==> config.mk <==
export PLATFORM = sky130hd
export DESIGN_NAME = csa_pipe_flat
export DESIGN_NICKNAME = d
export VERILOG_FILES = /design/src/rtl/csa_pipe_pkg.sv /design/src/rtl/csa_pipe_if.sv /design/src/rtl/csa_seg.sv /design/src/rtl/csa_pipe.sv /design/src/flat_wrapper.sv
export SDC_FILE = /design/constraint.sdc
export NUM_CORES = 1
export LEC_CHECK = 0
export ABC_CLOCK_PERIOD_IN_PS = 7600
export BUFFER_PORTS_ARGS = -buffer_cell sky130_fd_sc_hd__buf_2
export CAP_MARGIN = 20
export CORE_UTILIZATION = 58
export CTS_CLUSTER_DIAMETER = 200
export DETAILED_ROUTE_END_ITERATION = 8
export GPL_TIMING_DRIVEN = 0
export HOLD_SLACK_MARGIN = 0.03
export PLACE_DENSITY = 0.83
export SYNTH_ARGS = -nofsm -noshare
export SYNTH_HDL_FRONTEND = slang
export SYNTH_SLANG_ARGS = --single-unit
==> constraint.sdc <==
create_clock -name clock -period 7.6 [get_ports clock]
set_input_delay 0.38 -clock clock [delete_from_list [all_inputs] [get_ports clock]]
set_output_delay 0.38 -clock clock [all_outputs]
set_load 0.03 [all_outputs]
==> src/rtl/csa_pipe_pkg.sv <==
// rtl/csa_pipe_pkg.sv - shared constants and op encoding for the carry-select adder pipeline
package csa_pipe_pkg;

    localparam int DEF_WIDTH = 32;
    localparam int DEF_SEG_W = 8;

    typedef enum logic {
        OP_ADD = 1'b0,
        OP_SUB = 1'b1
    } op_e;

    function automatic int calc_nseg(int width, int seg_w);
        return width / seg_w;
    endfunction

endpackage

==> src/rtl/csa_pipe_if.sv <==
// rtl/csa_pipe_if.sv - operand/result handshake bundle for csa_pipe
interface csa_pipe_if #(
    parameter int WIDTH = csa_pipe_pkg::DEF_WIDTH
);

    logic             in_valid;
    logic             in_ready;
    logic [WIDTH-1:0] in_a;
    logic [WIDTH-1:0] in_b;
    logic             in_sub;
    logic             in_cin;

    logic             out_valid;
    logic             out_ready;
    logic [WIDTH-1:0] out_sum;
    logic             out_cout;
    logic             out_ovf;
    logic             out_ne;
    logic             out_lt;

    modport master (
        output in_valid, in_a, in_b, in_sub, in_cin, out_ready,
        input  in_ready, out_valid, out_sum, out_cout, out_ovf, out_ne, out_lt
    );

    modport slave (
        input  in_valid, in_a, in_b, in_sub, in_cin, out_ready,
        output in_ready, out_valid, out_sum, out_cout, out_ovf, out_ne, out_lt
    );

endinterface

==> src/rtl/csa_seg.sv <==
// rtl/csa_seg.sv - combinational carry-select slice for one operand segment
module csa_seg
    import csa_pipe_pkg::*;
#(
    parameter int SEG_W = DEF_SEG_W
) (
    input  logic [SEG_W-1:0] a,
    input  logic [SEG_W-1:0] b,
    input  logic             cin,
    output logic [SEG_W-1:0] sum,
    output logic             cout,
    output logic             c_msb_in
);

    localparam int H = SEG_W / 2;

    logic [H:0] lo;
    logic [H:0] hi0;
    logic [H:0] hi1;

    // The upper half is precomputed for both carry values so only a mux waits on the low half.
    assign lo  = {1'b0, a[H-1:0]} + {1'b0, b[H-1:0]} + {{H{1'b0}}, cin};
    assign hi0 = {1'b0, a[SEG_W-1:H]} + {1'b0, b[SEG_W-1:H]};
    assign hi1 = {1'b0, a[SEG_W-1:H]} + {1'b0, b[SEG_W-1:H]} + {{H{1'b0}}, 1'b1};

    assign sum  = {(lo[H] ? hi1[H-1:0] : hi0[H-1:0]), lo[H-1:0]};
    assign cout = lo[H] ? hi1[H] : hi0[H];

    // Carry into the top bit recovered from the sum bit; feeds signed-overflow detection.
    assign c_msb_in = a[SEG_W-1] ^ b[SEG_W-1] ^ sum[SEG_W-1];

endmodule

==> src/rtl/csa_pipe.sv <==
// rtl/csa_pipe.sv - pipelined carry-select adder/subtractor with compare flags
module csa_pipe
    import csa_pipe_pkg::*;
#(
    parameter int WIDTH = DEF_WIDTH,
    parameter int SEG_W = DEF_SEG_W
) (
    input logic       clock,
    input logic       reset,
    csa_pipe_if.slave bus
);

    localparam int NSEG = calc_nseg(WIDTH, SEG_W);

    logic adv;

    // Per-stage inputs: stage 0 works straight off the bus, so the capture register
    // already holds segment 0 resolved and the latency stays at NSEG.
    logic [WIDTH-1:0] s_a [NSEG];
    logic [WIDTH-1:0] s_b [NSEG];
    logic             s_c [NSEG];
    logic             s_v [NSEG];

    logic [SEG_W-1:0] seg_sum  [NSEG];
    logic             seg_cout [NSEG];
    logic             seg_cmsb [NSEG];
    logic [WIDTH-1:0] n_x      [NSEG];

    logic [WIDTH-1:0] x_q [NSEG];
    logic [WIDTH-1:0] y_q [NSEG];
    logic             c_q [NSEG];
    logic             v_q [NSEG];
    logic             m_q;

    assign adv          = ~v_q[NSEG-1] | bus.out_ready;
    assign bus.in_ready = adv;

    always_comb begin
        s_a[0] = bus.in_a;
        s_b[0] = (bus.in_sub == OP_SUB) ? ~bus.in_b : bus.in_b;
        s_c[0] = (bus.in_sub == OP_SUB) ? 1'b1 : bus.in_cin;
        s_v[0] = bus.in_valid;
        for (int k = 1; k < NSEG; k++) begin
            s_a[k] = x_q[k-1];
            s_b[k] = y_q[k-1];
            s_c[k] = c_q[k-1];
            s_v[k] = v_q[k-1];
        end
    end

    for (genvar k = 0; k < NSEG; k++) begin : g_stage
        csa_seg #(
            .SEG_W(SEG_W)
        ) u_seg (
            .a       (s_a[k][k*SEG_W +: SEG_W]),
            .b       (s_b[k][k*SEG_W +: SEG_W]),
            .cin     (s_c[k]),
            .sum     (seg_sum[k]),
            .cout    (seg_cout[k]),
            .c_msb_in(seg_cmsb[k])
        );
    end

    // Splice the freshly resolved segment into the word; lower segments are already sums,
    // upper segments are still operand A.
    always_comb begin
        for (int k = 0; k < NSEG; k++) begin
            n_x[k]                      = s_a[k];
            n_x[k][k*SEG_W +: SEG_W]    = seg_sum[k];
        end
    end

    always_ff @(posedge clock or posedge reset) begin
        if (reset) begin
            for (int k = 0; k < NSEG; k++) begin
                v_q[k] <= 1'b0;
                x_q[k] <= '0;
                y_q[k] <= '0;
                c_q[k] <= 1'b0;
            end
            m_q <= 1'b0;
        end else if (adv) begin
            for (int k = 0; k < NSEG; k++) begin
                v_q[k] <= s_v[k];
                x_q[k] <= n_x[k];
                y_q[k] <= s_b[k];
                c_q[k] <= seg_cout[k];
            end
            m_q <= seg_cmsb[NSEG-1];
        end
    end

    assign bus.out_valid = v_q[NSEG-1];
    assign bus.out_sum   = x_q[NSEG-1];
    assign bus.out_cout  = c_q[NSEG-1];
    assign bus.out_ovf   = m_q ^ c_q[NSEG-1];
    assign bus.out_ne    = |x_q[NSEG-1];
    assign bus.out_lt    = x_q[NSEG-1][WIDTH-1] ^ (m_q ^ c_q[NSEG-1]);

endmodule

==> src/flat_wrapper.sv <==
// flat-port wrapper written by rule: the top's interface ports become plain ports
module csa_pipe_flat import csa_pipe_pkg::*;
#(
    parameter int WIDTH = DEF_WIDTH,
    parameter int SEG_W = DEF_SEG_W
)
  (clock, reset, bus_in_valid, bus_in_a, bus_in_b, bus_in_sub, bus_in_cin, bus_out_ready, bus_in_ready, bus_out_valid, bus_out_sum, bus_out_cout, bus_out_ovf, bus_out_ne, bus_out_lt);
  csa_pipe_if #(.WIDTH(WIDTH)) bus_i ();
  input logic clock;
  input logic reset;
  input wire logic [$bits(bus_i.in_valid)-1:0] bus_in_valid;
  input wire logic [$bits(bus_i.in_a)-1:0] bus_in_a;
  input wire logic [$bits(bus_i.in_b)-1:0] bus_in_b;
  input wire logic [$bits(bus_i.in_sub)-1:0] bus_in_sub;
  input wire logic [$bits(bus_i.in_cin)-1:0] bus_in_cin;
  input wire logic [$bits(bus_i.out_ready)-1:0] bus_out_ready;
  output wire logic [$bits(bus_i.in_ready)-1:0] bus_in_ready;
  output wire logic [$bits(bus_i.out_valid)-1:0] bus_out_valid;
  output wire logic [$bits(bus_i.out_sum)-1:0] bus_out_sum;
  output wire logic [$bits(bus_i.out_cout)-1:0] bus_out_cout;
  output wire logic [$bits(bus_i.out_ovf)-1:0] bus_out_ovf;
  output wire logic [$bits(bus_i.out_ne)-1:0] bus_out_ne;
  output wire logic [$bits(bus_i.out_lt)-1:0] bus_out_lt;
  assign bus_i.in_valid = bus_in_valid;
  assign bus_i.in_a = bus_in_a;
  assign bus_i.in_b = bus_in_b;
  assign bus_i.in_sub = bus_in_sub;
  assign bus_i.in_cin = bus_in_cin;
  assign bus_i.out_ready = bus_out_ready;
  assign bus_in_ready = bus_i.in_ready;
  assign bus_out_valid = bus_i.out_valid;
  assign bus_out_sum = bus_i.out_sum;
  assign bus_out_cout = bus_i.out_cout;
  assign bus_out_ovf = bus_i.out_ovf;
  assign bus_out_ne = bus_i.out_ne;
  assign bus_out_lt = bus_i.out_lt;
  csa_pipe #(.WIDTH(WIDTH), .SEG_W(SEG_W)) u_core (.clock(clock), .reset(reset), .bus(bus_i));
endmodule
-- Yosys cells after proc, flatten, opt, wreduce, memory -nomap -nowiden
Index checks and enable logic that the tools add are counted.
- bits in registers: 233
- input bits: 70
- output and inout port bits: 38
- logic and storage cells: 50
- $add $sub $neg: 16
- mux-type cells: 10
- bitwise logic cells: 7
- reduce and logical (&&, ||, !) cells: 1
- operator list (kind ; number):
    $add A4 B4 Y5 ; 8
    $mux W32 ; 1
    $not A32 Y32 ; 1
    $reduce_or A32 Y1 ; 1
    $add A5 B1 Y5 ; 4
    $add A5 B1 Y5 const B ; 4
    $mux W4 ; 4
    $mux W1 ; 5
    $xor A1 B1 Y1 ; 4
    $not A1 Y1 ; 1
    $or A1 B1 Y1 ; 1

-- Logic depth before layout (Yosys ltp)
- depth in word-level cells: 5
- depth in mapped cells: 11
- depth with buffers taken out: 9

-- Cells and area by module
From an unflattened synthesis, not the netlist that was laid out.
- cells, all modules: 641
- area total of the unflattened synthesis: 9341.5 um^2
- modules (own cells, without submodules) (module ; instances ; cells each ; area each (um^2) ; sequential area each (um^2)):
    csa_pipe ; 1 ; 469 ; 7850.0 ; 4629.4
    csa_seg ; 4 ; 43 ; 372.9 ; 0.0

-- Worst setup path before layout
Ideal clock, no wire load.
- kind: input port to flip-flop
- start: input port bus_in_sub
- end: register u_core.c_q[3] (netlist name)
- arrival time: 2.804 ns
- required time: 7.505 ns
- slack: 4.701 ns
- stages on the path: 10
- path buffers: 2
- cells stage by stage: clkbuf_1 -> buf_2 -> or2_2 -> fa_1 -> fa_1 -> a21o_1 -> a21oi_1 -> nor3b_1 -> and3_1 -> o31ai_1
- word-level cells in the longest chain between the ends: 4
- elaborated cells on any way between the ends: 7
- RTL lines (element ; RTL line ; RTL):
    from (decl) ; flat_wrapper.sv:14 ; input wire logic [$bits(bus_i.in_sub)-1:0] bus_in_sub;
    $mux W32 ; csa_pipe.sv:40 ; s_b[0] = (bus.in_sub == OP_SUB) ? ~bus.in_b : bus.in_b;
    $add A4 B4 Y5, on equally long branches ; csa_seg.sv:23, csa_seg.sv:24, csa_seg.sv:22 ;
    $add A5 B1 Y5, on equally long branches ; csa_seg.sv:24, csa_seg.sv:22 ;
    $mux W1 * ; csa_seg.sv:27 ; assign cout = lo[H] ? hi1[H] : hi0[H];
    to (signal, indexed assignment) ; csa_pipe.sv:87 ; c_q[k] <= seg_cout[k];
    to (decl) ; csa_pipe.sv:31 ; logic c_q [NSEG];
Every way passes the cells marked *; elsewhere a longest branch is shown, timed or not.
A chain may end at the register's enable or synchronous reset.

-- Worst setup path in the final report
- start: register u_core.v_q, in the netlist u_core.bus.out_valid
- end: output port bus_in_ready
- word-level cells in the longest chain between the ends: 2
- RTL lines (element ; RTL line ; RTL):
    from (decl) ; csa_pipe.sv:32 ; logic v_q [NSEG];
    from (signal, indexed assignment) ; csa_pipe.sv:84 ; v_q[k] <= s_v[k];
    $not A1 Y1 ; csa_pipe.sv:35 ; assign adv = ~v_q[NSEG-1] | bus.out_ready;
    $or A1 B1 Y1 ; csa_pipe.sv:35 ;
    to (decl) ; flat_wrapper.sv:17 ; output wire logic [$bits(bus_i.in_ready)-1:0] bus_in_ready;
Every way passes these cells.

==> results.py <==
metrics = {
    "yosys": {
        "synth.area.top_cells": "dfrtp_1 (54%), nand2_1 (18%), ha_1 (4.7%)",
        "synth-main-ff-cell": "dfrtp_1",
        "yosysUniqueCellTypes": 37,
        "synthCells": 917,
        "syn_area_sq_um": 8506,
        "syn_area_per_cell_sq_um": 9.276,
        "yosysTopAreaCell": "dfrtp_1",
        "synth_nets": 1031,
        "synth-edff-count": 0,
        "synth_seq_area_share_pct": 54.43,
        "ys_ff_latch": 185,
        "async_flop_share_pct": 100.0,
        "synth_warnings": 0,
        "synth_top_area_share_pct": 54.43,
    },
    "timing": {
        "layout_worst_path_cycle_share_pct": 36.36,
        "tightest_slew_ns": 0.7313,
        "finalSetupViolCount": 0,
        "fmax_mhz": 361.9,
        "tns_ns": 0,
        "period_minus_slack_ns": 2.763,
        "slew-limit-headroom_pct": 51.25,
        "slew_viol_final": 0,
        "layout_setup_ws_ns": 4.837,
        "rsz0062_at_grt": "no",
        "finClkSkew_ns": 0.007602,
        "final-hold-violation-count": 0,
    },
    "setup_path": {
        "required_ns": 7.22,
        "reg2reg_depth": 8,
        "reg2reg_to": "u_core.bus.out_sum[31]$_DFFE_PP0P_",
        "worstSetupStartpoint": "u_core.bus.out_valid$_DFFE_PP0P_",
        "cp.arrival_ns": 2.38,
        "critPathLaunchType": "flop",
        "crit_end": "bus_in_ready",
        "worstReg2RegStart": "u_core.s_b[24]$_DFFE_PP0P_",
        "path_class": "flop to output port",
        "rrSetupSlack_ns": 4.93,
        "critPathMaxFanout": 10,
        "worstSetupEndpointType": "output port",
    },
    "placement": {
        "dp_cells": 1204,
        "dpl.hpwl_um": 14210,
        "place_congestion": 0.8379,
        "place_area_sq_um": 9296,
        "dp_slack_ns": 4.421,
        "port_buffers": 106,
    },
    "drt": {
        "wire_per_inst_um": 15.60,
        "wl_um": 19280,
        "drc_errors": 0,
        "drtIter0Drc": 590,
        "first_pass_iters": 5,
        "via_per_inst": 5.346,
        "ant_nets": 0,
        "via_count": 6608,
    },
    "global_route": {
        "grt_pass1_vias": 6508,
        "grt_pass1_wl_um": 31530,
        "grt_use_total_pct": 27.98,
        "grt_max_degree": 119,
        "grt_antenna_before_repair": 0,
        "overflow": 0,
    },
    "final_layout": {
        "final_nets": 1158,
        "diodes": 0,
        "drive_gt1_share_pct": 14.49,
        "layout_common_cells": "nand2_1 (405), dfrtp_1 (185), buf_2 (113)",
        "final_cell_area_sq_um": 9913,
        "final_cells": 1236,
        "area_growth_pct": 16.55,
        "final_common_cell": "nand2_1",
    },
    "clock_network": {
        "cts_tree": "yes",
        "clk_pin_slew_ns": 0.06,
        "numCtsBuffers": 17,
        "clk-insertion-delay-late_ns": 0.43,
        "clockBufferDepth": 2,
        "cts.sinks": 185,
        "root_buffer": "clkbuf_16",
        "htreeDepth": 4,
    },
    "pwr": {
        "power_density_nw_per_um2": 449.6,
        "p_total_w": 0.004457,
        "p_leak_nw": 5.125,
        "ir_worst_vdd_mv": 0.2240,
    },
    "run_status": {
        "status": "finished, final reports clean",
    },
    "die": {
        "die-height_um": 123.1,
        "die-area_sq_um": 15150,
        "start_util_pct": 60.34,
        "die_w_um": 123.1,
        "rows": 43,
        "ioPinCount": 108,
        "core_sq_um": 14100,
    },
    "min_path": {
        "hold_start": "bus_in_a[26]",
        "hp-class": "input port to flop",
    },
    "run": {
        "drv_cap": 0,
    },
}
timing repair:
| action | CTS | global route |
|---|---|---|
| hold endpoints to repair | 67 | 0 |
| hold buffers | 1 | 0 |
| buffers inserted | 0 | 0 |
| resized for setup | 0 | 0 |
stage by stage:
| step | hold slack, ns | util [%] |
|---|---|---|
| after floorplan | 0.4300 | - |
| after global placement | 0.4432 | 65.70 |
| after detailed placement | 0.4515 | 65.95 |
| after CTS | 0.1305 | 70.33 |
| after global routing | 0.1422 | 70.33 |
| final | 0.1434 | 70.33 |
layer usage:
metal	vias to the layer above	wire (um)	GRT usage [%]
met2	204	9333	46.70
met5	-	0	0
met1	3208	8624	36.85
li1	3173	-	-
met3	23	948	5.028
met4	0	369	10.17
cells by family after synthesis:
logic type      Yosys count  synth area share (%)
buf+inv                  66                 3.016
simple gates            459                 21.49
mux                       6                0.7796
compound gates           97                 6.325
flops                   185                 54.43
xor+xnor                 60                 6.428
fa+ha+maj                44                 7.532
cells in the mapped netlist, types with 2 or more instances:
master,count
mux2i_1,4
dfrtp_1,185
nor2b_1,3
and3_1,5
o31ai_1,6
nand4_1,4
xor2_1,23
nand2b_1,4
nand3_1,3
nor4_1,8
fa_1,12
nor2_1,18
ha_1,32
buf_2,7
clkbuf_1,27
xnor2_1,35
a21oi_1,34
nor4b_1,2
a21o_1,10
or2_2,2
o21ai_0,44
inv_1,21
nand2_1,405
buf_1,10
worst max-delay path, cell delays in order, from the launching register on:
cell and delay, ns:
dfrtp_1 0.37, nor2b_1 0.12, buf_2 0.19, inv_2 0.19, buf_2 0.28, buf_1 0.48, buf_2 0.31
registers in the layout, summed over array words and instances, names as in the netlist:
register / count
u_core.bus.out_cout: 1
u_core.bus.out_valid: 1
u_core.bus.out_sum: 32
u_core.m_q: 1
u_core.n_x: 72
u_core.s_a: 24
u_core.c_q: 3
u_core.s_b: 48
u_core.s_v: 3
power by group:
| part | internal [W] | switching [W] | total (W) | leakage (nW) |
|---|---|---|---|---|
| clock network | 0.000550 | 0.000355 | 0.000905 | 0.292 |
| logic | 0.000675 | 0.00115 | 0.00183 | 2.60 |
| registers | 0.00143 | 0.000295 | 0.00172 | 2.23 |
cell type report:
cell class / instances / area (sq um)
buffer: 44 / 173.9
timing repair buffer: 108 / 568.0
tap: 180 / 225.2
sequential: 185 / 4629
inverter: 22 / 90.09
clock buffer: 24 / 491.7
multi-input combinational: 666 / 3620
clock inverter: 7 / 115.1
fill: 1052 / 4183
worst min path at each step:
stage                                       endpoint  slack, ns  cells after the start
after global placement     u_core.s_v[0]$_DFFE_PP0P_       0.44                      2
after floorplan            u_core.s_v[0]$_DFFE_PP0P_       0.43                      2
after global routing      u_core.n_x[93]$_DFFE_PP0P_       0.14                      3
after CTS                 u_core.n_x[90]$_DFFE_PP0P_       0.13                      3
after detailed placement  u_core.s_a[74]$_DFFE_PP0P_       0.45                      2
final                     u_core.n_x[90]$_DFFE_PP0P_       0.14                      3
(Power assumes the default switching activity.)
